File: config.mk
export PLATFORM = sky130hd
export DESIGN_NAME = seq_chunk_adder
export DESIGN_NICKNAME = d
export VERILOG_FILES = /design/src/rtl/seq_chunk_adder_pkg.sv /design/src/rtl/seq_chunk_adder_rca.sv /design/src/rtl/seq_chunk_adder.sv
export SDC_FILE = /design/constraint.sdc
export NUM_CORES = 1
export LEC_CHECK = 0
export ABC_AREA = 0
export CAP_MARGIN = 25
export CORE_MARGIN = 10
export CORE_UTILIZATION = 30
export DETAILED_ROUTE_END_ITERATION = 8
export DONT_BUFFER_PORTS = 1
export GPL_TIMING_DRIVEN = 0
export PLACE_DENSITY = 0.51
export SLEW_MARGIN = 20
export SYNTH_ARGS = -nofsm -noshare
export SYNTH_HDL_FRONTEND = slang
export SYNTH_HIERARCHICAL = 1
export SYNTH_SLANG_ARGS = --single-unit
File: constraint.sdc
create_clock -name clk -period 5.7 [get_ports clk]
set_clock_uncertainty 0.15 [all_clocks]
set_input_delay 1.71 -clock clk [delete_from_list [all_inputs] [get_ports clk]]
set_output_delay 1.71 -clock clk [all_outputs]
set_load 0.02 [all_outputs]
File: src/rtl/seq_chunk_adder_pkg.sv
// seq_chunk_adder_pkg: shared FSM encoding and geometry check for multi-cycle arithmetic blocks
package seq_chunk_adder_pkg;
  typedef enum logic [1:0] {IDLE, BUSY, DONE} state_t;
  function automatic bit chunk_fits(input int width, input int chunk);
    return chunk > 0 && width % chunk == 0;
  endfunction
endpackage

File: src/rtl/seq_chunk_adder_rca.sv
// rca_chunk: CHUNK-bit ripple-carry adder built from full-adder cells
module fulladder (
  input  logic a,
  input  logic b,
  input  logic cin,
  output logic sum,
  output logic cout
);
  assign sum  = a ^ b ^ cin;
  assign cout = (a & b) | (cin & (a ^ b));
endmodule

module rca_chunk #(
  parameter int N = 8
) (
  input  logic [N-1:0] a,
  input  logic [N-1:0] b,
  input  logic         cin,
  output logic [N-1:0] sum,
  output logic         cout
);
  logic [N:0] c;
  assign c[0] = cin;
  assign cout = c[N];
  for (genvar i = 0; i < N; i++) begin : g_fa
    fulladder u_fa (.a(a[i]), .b(b[i]), .cin(c[i]), .sum(sum[i]), .cout(c[i+1]));
  end
endmodule

File: src/rtl/seq_chunk_adder.sv
// seq_chunk_adder: multi-cycle adder/subtractor processing CHUNK bits per clock, LSB chunk first
module seq_chunk_adder
  import seq_chunk_adder_pkg::*;
#(
  parameter int WIDTH = 32,
  parameter int CHUNK = 8
) (
  input  logic             clk,
  input  logic             rst,
  input  logic             in_valid,
  output logic             in_ready,
  input  logic [WIDTH-1:0] A,
  input  logic [WIDTH-1:0] B,
  input  logic             cin,
  input  logic             sub,
  output logic             out_valid,
  input  logic             out_ready,
  output logic [WIDTH-1:0] Sum,
  output logic             cout,
  output logic             ovf
);
  localparam int NUM_STEPS = WIDTH / CHUNK;
  localparam int SW = NUM_STEPS > 1 ? $clog2(NUM_STEPS) : 1;
  if (!chunk_fits(WIDTH, CHUNK)) begin : g_bad_geometry
    $error("seq_chunk_adder: WIDTH must be a multiple of CHUNK");
  end
  state_t           state_q, state_d;
  logic [SW-1:0]    step_q, step_d;
  logic [WIDTH-1:0] a_q, a_d, b_q, b_d, sum_q, sum_d;
  logic             carry_q, carry_d, cout_q, cout_d, ovf_q, ovf_d;
  logic [CHUNK-1:0] a_c, b_c, s_c;
  logic             c_c, last;
  assign a_c  = a_q[step_q*CHUNK +: CHUNK];
  assign b_c  = b_q[step_q*CHUNK +: CHUNK];
  assign last = step_q == SW'(NUM_STEPS - 1);
  rca_chunk #(.N(CHUNK)) u_rca (.a(a_c), .b(b_c), .cin(carry_q), .sum(s_c), .cout(c_c));
  // Next state: accept operands in IDLE, one chunk per BUSY cycle, hold result in DONE until taken
  always_comb begin
    state_d = state_q;
    step_d  = step_q;
    a_d     = a_q;
    b_d     = b_q;
    sum_d   = sum_q;
    carry_d = carry_q;
    cout_d  = cout_q;
    ovf_d   = ovf_q;
    if (state_q == IDLE && in_valid) begin
      state_d = BUSY;
      step_d  = '0;
      a_d     = A;
      b_d     = sub ? ~B : B;
      sum_d   = '0;
      carry_d = sub | cin;
      cout_d  = 1'b0;
      ovf_d   = 1'b0;
    end else if (state_q == BUSY) begin
      sum_d[step_q*CHUNK +: CHUNK] = s_c;
      carry_d = c_c;
      step_d  = last ? '0 : step_q + 1'b1;
      if (last) begin
        state_d = DONE;
        cout_d  = c_c;
        ovf_d   = (a_q[WIDTH-1] == b_q[WIDTH-1]) && (sum_d[WIDTH-1] != a_q[WIDTH-1]);
      end
    end else if (state_q == DONE && out_ready) begin
      state_d = IDLE;
    end
  end
  // State and datapath registers; reset abandons any operation in flight
  always_ff @(posedge clk) begin
    if (rst) begin
      state_q <= IDLE;
      step_q  <= '0;
      a_q     <= '0;
      b_q     <= '0;
      sum_q   <= '0;
      carry_q <= 1'b0;
      cout_q  <= 1'b0;
      ovf_q   <= 1'b0;
    end else begin
      state_q <= state_d;
      step_q  <= step_d;
      a_q     <= a_d;
      b_q     <= b_d;
      sum_q   <= sum_d;
      carry_q <= carry_d;
      cout_q  <= cout_d;
      ovf_q   <= ovf_d;
    end
  end
  assign in_ready  = state_q == IDLE;
  assign out_valid = state_q == DONE;
  assign Sum       = sum_q;
  assign cout      = cout_q;
  assign ovf       = ovf_q;
endmodule

==> results of run 1 <==
## cell usage in the layout (no fill, tap or decap), types with 2 or more instances in the layout
cell / Yosys / final
clkbuf_1: 13 / 13
and3b_1: 5 / 5
nand3_1: 32 / 32
inv_1: 4 / 4
clkbuf_16: 0 / 9
buf_4: 2 / 3
clkinvlp_4: 0 / 2
ha_1: 6 / 6
a211oi_1: 32 / 32
dfxtp_1: 103 / 101
nor2b_1: 3 / 3
inv_6: 0 / 2
buf_1: 3 / 2
fa_1: 8 / 7
xnor2_1: 32 / 32
buf_2: 20 / 18
nand2_1: 97 / 97
nand2b_1: 2 / 2
mux4_2: 16 / 16
mux2i_1: 4 / 4
nor2_1: 38 / 38
a21oi_1: 66 / 66
o21ai_0: 5 / 5
buf_6: 4 / 6
nand3b_1: 5 / 5
nor3b_2: 3 / 3
## synth_stat cells, types with 2 or more instances
library cell	instances
dfxtp_1	103
nand2_1	97
a21oi_1	66
nor2_1	38
a211oi_1	32
nand3_1	32
xnor2_1	32
buf_2	20
mux4_2	16
clkbuf_1	13
fa_1	8
ha_1	6
and3b_1	5
nand3b_1	5
o21ai_0	5
buf_6	4
inv_1	4
mux2i_1	4
buf_1	3
nor2b_1	3
nor3b_2	3
buf_4	2
nand2b_1	2
## path summary, 6_finish.rpt
| check | from | end | slack [ns] | depth (start not counted) |
|---|---|---|---|---|
| setup / recovery | step_q[0] | ovf | 0.19 | 13 |
| hold / removal | a_q[22] | a_q[22] | 0.31 | 2 |
| setup reg to reg | step_q[0] | ovf | 0.19 | 13 |
| hold reg to reg | a_q[22] | a_q[22] | 0.31 | 2 |
## per-layer routing
metal,vias to the layer above,GRT usage,routed length [um]
met5,-,0,0
met4,0,0.0308,152
met1,1788,0.158,6080
met2,120,0.209,6520
met3,12,0.0736,1540
li1,1793,-,-
## state kept, by name (all words and copies together) (netlist names)
signal	cells
Sum	32
b_q	32
ovf	1
cout	1
a_q	32
carry_q	1
step_q	2
state_q	2
## per-stage QoR
step	hold WS, ns	total power [mW]
2_1_floorplan	0.283	0.973
3_3_place_gp	0.292	1.05
3_5_place_dp	0.299	1.06
4_1_cts	0.309	1.70
5_1_grt	0.334	1.76
6_report	0.307	1.69
## worst max-delay path, cell delays in order (launching register included)
cell	delay [ns]
dfxtp_4	0.42
buf_6	0.21
mux4_2	0.54
fa_1	0.46
fa_1	0.40
fa_1	0.39
fa_1	0.40
fa_1	0.39
fa_1	0.39
fa_1	0.44
fa_2	0.63
and4bb_2	0.25
mux2i_1	0.07
a221oi_1	0.27
## area by class of cell
cell class / count / area, um^2 / share of cell area
Tap cell: 211 / 264 / 0.0494
Clock inverter: 6 / 73.8 / 0.0138
Antenna cell: 1 / 2.50 / 0.000468
Inverter: 4 / 15.0 / 0.00281
Buffer: 42 / 236 / 0.0443
Sequential cell: 103 / 2070 / 0.387
Multi-Input combinational cell: 366 / 2450 / 0.458
Clock buffer: 10 / 239 / 0.0447
## cell families (layout without fill, tap and decap cells)
group | count (synthesis) | after routing | share of synthesized area
adder cells (fa/ha/maj) | 14 | 14 | 0.0496
AO/OA/AOI/OAI | 106 | 106 | 0.131
other | 0 | 1 | 0
multiplexers | 20 | 20 | 0.0845
flip-flops | 103 | 103 | 0.435
XOR/XNOR | 32 | 32 | 0.0591
AND/OR/NAND/NOR | 194 | 194 | 0.191
buffers and inverters | 46 | 62 | 0.0496
## power by group through the flow
stage	logic [mW]	clock network (mW)	registers, mW
floorplan	0.179	0	0.794
global placement	0.245	0	0.804
detailed placement	0.250	0	0.805
CTS	0.250	0.662	0.789
global route	0.275	0.691	0.793
finish	0.251	0.645	0.789
==> impl_metrics.ini, run 1 <==
[route]
firstDrtPassIters = 7
drc_errors = 0
vias = 3713
routedWlPerCell_um = 19.2
routed_via_density = 5.00
drt_iter0_drc = 259
postRouteWirelength_um = 14300
drtAntennaViolNets = 0

[floorplanning]
fp.coreArea_um2 = 15400
rows = 45
die_w_um = 146
fp.dieArea_um2 = 21200
pin_count = 106
start_util = 0.308
die_h_um = 146

[finish]
final_core_util = 0.348
fillCellCount = 1609
stdcell_count = 743
stdcell_area_um2 = 5340
area_growth_pct = 12.7
drive_gt1_frac = 0.128
nets = 610

[clocking]
clockBufferDepth = 2
cts_made_buffers = 9
cts_tree = done
cts_setup_buffers = 0
cts_root_buffer = clkbuf_16
h-tree-depth = 3
clkTransAtPathRegs_ns = 0.07
clkSinkCount = 103
cts_resized = 4
hold_buffers = 0
clkLatencyLatePin_ns = 0.36

[worst_setup_path]
path_max_fanout = 10
worstPathArrival_ns = 5.62
start_kind = flip-flop
end_kind = flip-flop
critPathRequiredTime_ns = 5.81
worstSetupPathType = flip-flop to flip-flop

[power_and_ir_drop]
combPwrFrac = 0.149
power_leakage_nw = 1.83
internal_power_mw = 1.22
p_sw_frac = 0.277
clkPwrFrac = 0.383
seqPwrFrac = 0.468
ir_drop_uv = 167
power_per_cell_area_nw_per_um2 = 315
p_switching_mw = 0.467

[grt]
grt-ovfl-total = 0
grt_pass1_wl_um = 22200
grt_antenna_before_repair = 1
grt_usage = 0.134
first_global_vias = 3739
grt_max_degree = 19

[sta]
hold_viol = 0
period_share = 0.966
rsz0062_at_grt = no
fmax_ghz = 0.182
tightest_slew_ns = 0.604
slew_headroom = 0.597
finalSetupTns_ns = 0
layout_min_cycle_time_ns = 5.51
final_max_slew_viol_count = 0
fin_ws_ns = 0.191
setup_violations = 0

[logic_synthesis]
netlist_area_um2 = 4740
synth_enable_flop_cells = 0
synth-seq-area-share = 0.435
synth_ff_type = dfxtp_1
ys_top_cells_by_area = dfxtp_1, nand2_1, mux4_2
synth_top_area_frac = 0.435
ys_ff_latch = 103
yosysTopAreaCell = dfxtp_1
syn_nets = 599
syn_inst = 515
synth_cell_types = 35
async_flop_share = 0
synth_warnings = 6
syn_area_per_cell_um2 = 9.21

[place]
gp_congestion = 0.833
placed_cell_area_um2 = 5000
post-dp-hpwl_um = 11100
numPortBuffers = 0
place_ws_ns = -0.383
post-place-cells = 726

[run]
max-cap-violations = 0

[outcome]
status = completed

[hold_path]
hold_path_class = flip-flop to flip-flop
Power figures use the tool's default switching activity.
==> run 2: changes to the inputs <==
- PLACE_DENSITY: 0.51 -> 0.5
- clock period: 5.7 -> 6 ns (I/O delays scaled with it)
==> run 2 against run 1 <==
  * Total power fell by 8.2%
  * Routed wire length fell by 1.9%
  * Clock power fell by 12%
  * Hold slack got worse by 0.0016 ns
  * Combinational power fell by 7%
  * Final cell count fell by 0.27%
  * Critical path depth did not move
  * Global-route usage fell by 0.052 points
  * Non-clock buffer count fell by 1
  * Die area did not move
  * Maximum frequency fell by 2.7%
  * Sequential share of layout area rose by 0.38 points
  * Critical path type unchanged
==> impl_metrics.ini, run 2 (same netlist as run 1, synthesis figures left out) <==
[grt]
first_global_vias = 3823
grt_pass1_wl_um = 22000
grt-ovfl-total = 0
grt_max_degree = 19
grt_antenna_before_repair = 1
grt_usage = 0.134

[floorplanning]
pin_count = 106
die_h_um = 146
rows = 45
fp.coreArea_um2 = 15400
fp.dieArea_um2 = 21200
die_w_um = 146
start_util = 0.308

[finish]
antennaDiodeCount = 0
drive_gt1_frac = 0.123
area_growth_pct = 11.4
layout_common_cells = dfxtp_1, nand2_1, a21oi_1
regArea_um2 = 2060
stdcell_count = 741
fillCellCount = 1625
multi_input_area_um2 = 2440
mostFrequentLayoutCell = dfxtp_1
nets = 609

[power_and_ir_drop]
seqPwrFrac = 0.484
p_switching_mw = 0.446
internal_power_mw = 1.10
power_per_cell_area_nw_per_um2 = 293
p_sw_frac = 0.288
p_total_mw = 1.55
combPwrFrac = 0.150
clkPwrFrac = 0.365
ir_drop_uv = 200
power_leakage_nw = 1.82

[worst_setup_path]
r2r_slack_ns = 0.34
end_kind = flip-flop
path_max_fanout = 10
worstSetupPathType = flip-flop to flip-flop
worstPathArrival_ns = 5.78
critPathRequiredTime_ns = 6.12
start_kind = flip-flop

[place]
gp_congestion = 0.800
post-place-cells = 726
numPortBuffers = 0
post-dp-hpwl_um = 10900

[sta]
layout_min_cycle_time_ns = 5.66
setup_violations = 0
fmax_ghz = 0.177
period_share = 0.944
tightest_slew_ns = 0.550
rsz0062_at_grt = no
final_max_slew_viol_count = 0
slew_headroom = 0.633
hold_viol = 0

[hold_path]
hold_path_class = flip-flop to flip-flop

[route]
firstDrtPassIters = 4
drc_errors = 0
drt_iter0_drc = 277
routedWlPerCell_um = 18.9
drtAntennaViolNets = 0
routed_via_density = 4.92
vias = 3648
postRouteWirelength_um = 14000

[clocking]
hold_buffers = 0
clkTransAtPathRegs_ns = 0.07
h-tree-depth = 3
clockBufferDepth = 2
cts_root_buffer = clkbuf_16
cts_resized = 1
cts_tree = done
clkSinkCount = 103
cts_setup_buffers = 0
clkLatencyLatePin_ns = 0.36
cts_made_buffers = 9

[run]
max-cap-violations = 0

[outcome]
status = completed
==> run 2: per-layer routing <==
metal / part of all wire / global-route usage
met5: 0.00093 / 0
met4: 0.0096 / 0.0349
met3: 0.11 / 0.0717
met2: 0.46 / 0.207
met1: 0.42 / 0.158
==> run 2: power by group through the flow <==
stage          Clock, mW  Combinational [mW]  Sequential [mW]
3_5_place_dp           0               0.235            0.766
3_3_place_gp           0               0.232            0.765
5_1_grt            0.607               0.257            0.754
2_1_floorplan          0               0.170            0.754
6_report           0.565               0.233            0.749
4_1_cts            0.583               0.236            0.750
==> run 2: metrics by stage <==
stage          instance area, um^2  utilization  hold WS [ns]  setup WS (ns)  setup TNS [ns]
6_report                      5280        0.344         0.306          0.338               0
5_1_grt                       5280        0.344         0.324          0.108               0
4_1_cts                       5280        0.344         0.308          0.137               0
3_5_place_dp                  5000        0.326         0.298        -0.0785         -0.0785
3_3_place_gp                  5000        0.326         0.291        -0.0733         -0.0733
2_1_floorplan                 4740            -         0.283          0.620               0
==> run 2: worst paths after layout <==
path / from / end / cells after the start
max reg2reg: step_q[0] / ovf / 13
min: a_q[11] / a_q[11] / 2
max: step_q[0] / ovf / 13
min reg2reg: a_q[11] / a_q[11] / 2
==> run 2: cell type report <==
cell class / instances / area share
plain buffers: 41 / 0.0414
clock buffers: 9 / 0.0426
clock inverters: 7 / 0.00995
inverters: 4 / 0.00284
multi-input cells: 366 / 0.463
flip-flops and latches: 103 / 0.391
well taps: 211 / 0.0500
==> run 2: critical path, stage by stage (launching register included) <==
cell and delay (ns):
dfxtp_2 0.46, buf_4 0.29, mux4_2 0.57, fa_1 0.45
fa_1 0.39, fa_1 0.39, fa_1 0.39, fa_1 0.39
fa_1 0.38, fa_1 0.43, fa_1 0.65, and4bb_2 0.27
mux2i_1 0.08, a221oi_1 0.27
==> run 3: changes to the inputs <==
- MAX_ROUTING_LAYER: default -> met4
==> run 3 against run 2 <==
  * Utilization hardly changed
  * Largest cell class unchanged
  * Total power hardly changed
  * Global-route usage is 0.38 points higher
  * Sequential cell count stayed put
  * Final cell count is 0.13% higher
  * Sequential power hardly changed
  * Clock-buffer cell count stayed put
  * Setup slack better by 0.018 ns
  * Critical endpoint unchanged
==> impl_metrics.ini, run 3 (same netlist as run 1, synthesis figures left out) <==
[sta]
hold_viol = 0
fmax_ghz = 0.177
slew_headroom = 0.623
tightest_slew_ns = 0.566
setup_violations = 0
period_share = 0.941
layout_min_cycle_time_ns = 5.64
holdWs_ns = 0.306
rsz0062_at_grt = no
final_max_slew_viol_count = 0

[finish]
stdcell_count = 742
drive_gt1_frac = 0.123
layout_common_cells = dfxtp_1, nand2_1, a21oi_1
fillCellCount = 1624
nets = 609
area_growth_pct = 11.5
mostFrequentLayoutCell = dfxtp_1
multi_input_area_um2 = 2440
regArea_um2 = 2060

[worst_setup_path]
cp-startpoint = step_q[0]
reg2reg_to = ovf
start_kind = flip-flop
end_kind = flip-flop
worstPathArrival_ns = 5.76
endpoint = ovf
path_max_fanout = 10
reg2regPathDepth = 13
worstSetupPathType = flip-flop to flip-flop
r2r_slack_ns = 0.36
r2r-start = step_q[0]
critPathRequiredTime_ns = 6.12

[route]
drc_errors = 0
postRouteWirelength_um = 14000
routed_via_density = 4.90
drtAntennaViolNets = 0
routedWlPerCell_um = 18.9
drt_iter0_drc = 261
vias = 3637
firstDrtPassIters = 4

[clocking]
cts_tree = done
clkLatencyLatePin_ns = 0.36
cts_root_buffer = clkbuf_16
clkSinkCount = 103
cts_made_buffers = 9
cts_setup_buffers = 0
clkTransAtPathRegs_ns = 0.07
h-tree-depth = 3
clockBufferDepth = 2

[hold_path]
hold_path_class = flip-flop to flip-flop

[place]
post-dp-hpwl_um = 10900
numPortBuffers = 0
gp_congestion = 0.811
post-place-cells = 726

[floorplanning]
die_w_um = 146
fp.coreArea_um2 = 15400
rows = 45
pin_count = 106
start_util = 0.308
die_h_um = 146
fp.dieArea_um2 = 21200

[grt]
grt_usage = 0.138
first_global_vias = 3844
grt_antenna_before_repair = 1
grt-ovfl-total = 0
grt_max_degree = 19
grt_pass1_wl_um = 21900

[power_and_ir_drop]
ir_drop_uv = 197
power_per_cell_area_nw_per_um2 = 293
power_leakage_nw = 1.82

[run]
max-cap-violations = 0

[outcome]
status = completed
[run 3: changes by cell type in the layout (fill, tap and decap cells not counted)]
| cell | before | now |
|---|---|---|
| diode_2 | 0 | 1 |
[run 3: metal layers]
layer,GRT usage,up-vias,part of all wire
met1,0.162,1736,0.44
met3,0.0661,10,0.088
met4,0.0349,0,0.0085
met2,0.206,92,0.46
li1,-,1799,-
met5,-,-,0
[run 3: worst max-delay path: stages (launching register included)]
cell and delay [ns]:
dfxtp_2 0.45, buf_4 0.29, mux4_2 0.57, fa_1 0.45, fa_1 0.39, fa_1 0.39, fa_1 0.39, fa_1 0.39
fa_1 0.38, fa_1 0.42, fa_1 0.65, and4bb_2 0.28, mux2i_1 0.08, a221oi_1 0.28
[run 3: worst min-delay path by stage]
stage	start	depth (start not counted)	to	slack, ns
6_report	a_q[11]	2	a_q[11]	0.31
5_1_grt	a_q[16]	2	a_q[16]	0.32
4_1_cts	a_q[6]	2	a_q[6]	0.31
3_5_place_dp	a_q[6]	2	a_q[6]	0.30
3_3_place_gp	a_q[5]	2	a_q[5]	0.29
2_1_floorplan	a_q[16]	2	a_q[16]	0.28
[run 3: cell type report]
class / count / share of cell area
buffer: 41 / 0.0414
clock inverter: 7 / 0.00994
sequential: 103 / 0.390
clock buffer: 9 / 0.0426
antenna: 1 / 0.000473
multi-input combinational: 366 / 0.462
tap: 211 / 0.0500
inverter: 4 / 0.00284
[run 3: through the flow]
step	utilization	setup TNS [ns]	power [mW]	area, um^2	setup WS [ns]
after CTS	0.344	0	1.57	5280	0.137
after global placement	0.326	-0.0733	0.997	5000	-0.0733
final	0.344	0	1.55	5290	0.356
after detailed placement	0.326	-0.0785	1.00	5000	-0.0785
after floorplan	-	0	0.925	4740	0.620
after global routing	0.344	0	1.62	5290	0.108
[run 3: what timing repair did]
| action | in CTS | in global routing |
|---|---|---|
| hold endpoints to repair | 0 | 0 |
| gates resized for setup | 1 | 1 |
| endpoints found under the setup margin | 1 | 1 |
| hold buffers | 0 | 0 |
| pin swaps | 0 | 0 |
[run 3: where the power goes]
part	internal, mW	leakage, nW	total (mW)	switching [mW]
registers	0.722	0.843	0.750	0.0276
logic	0.0938	0.836	0.234	0.140
clock network	0.285	0.137	0.563	0.278
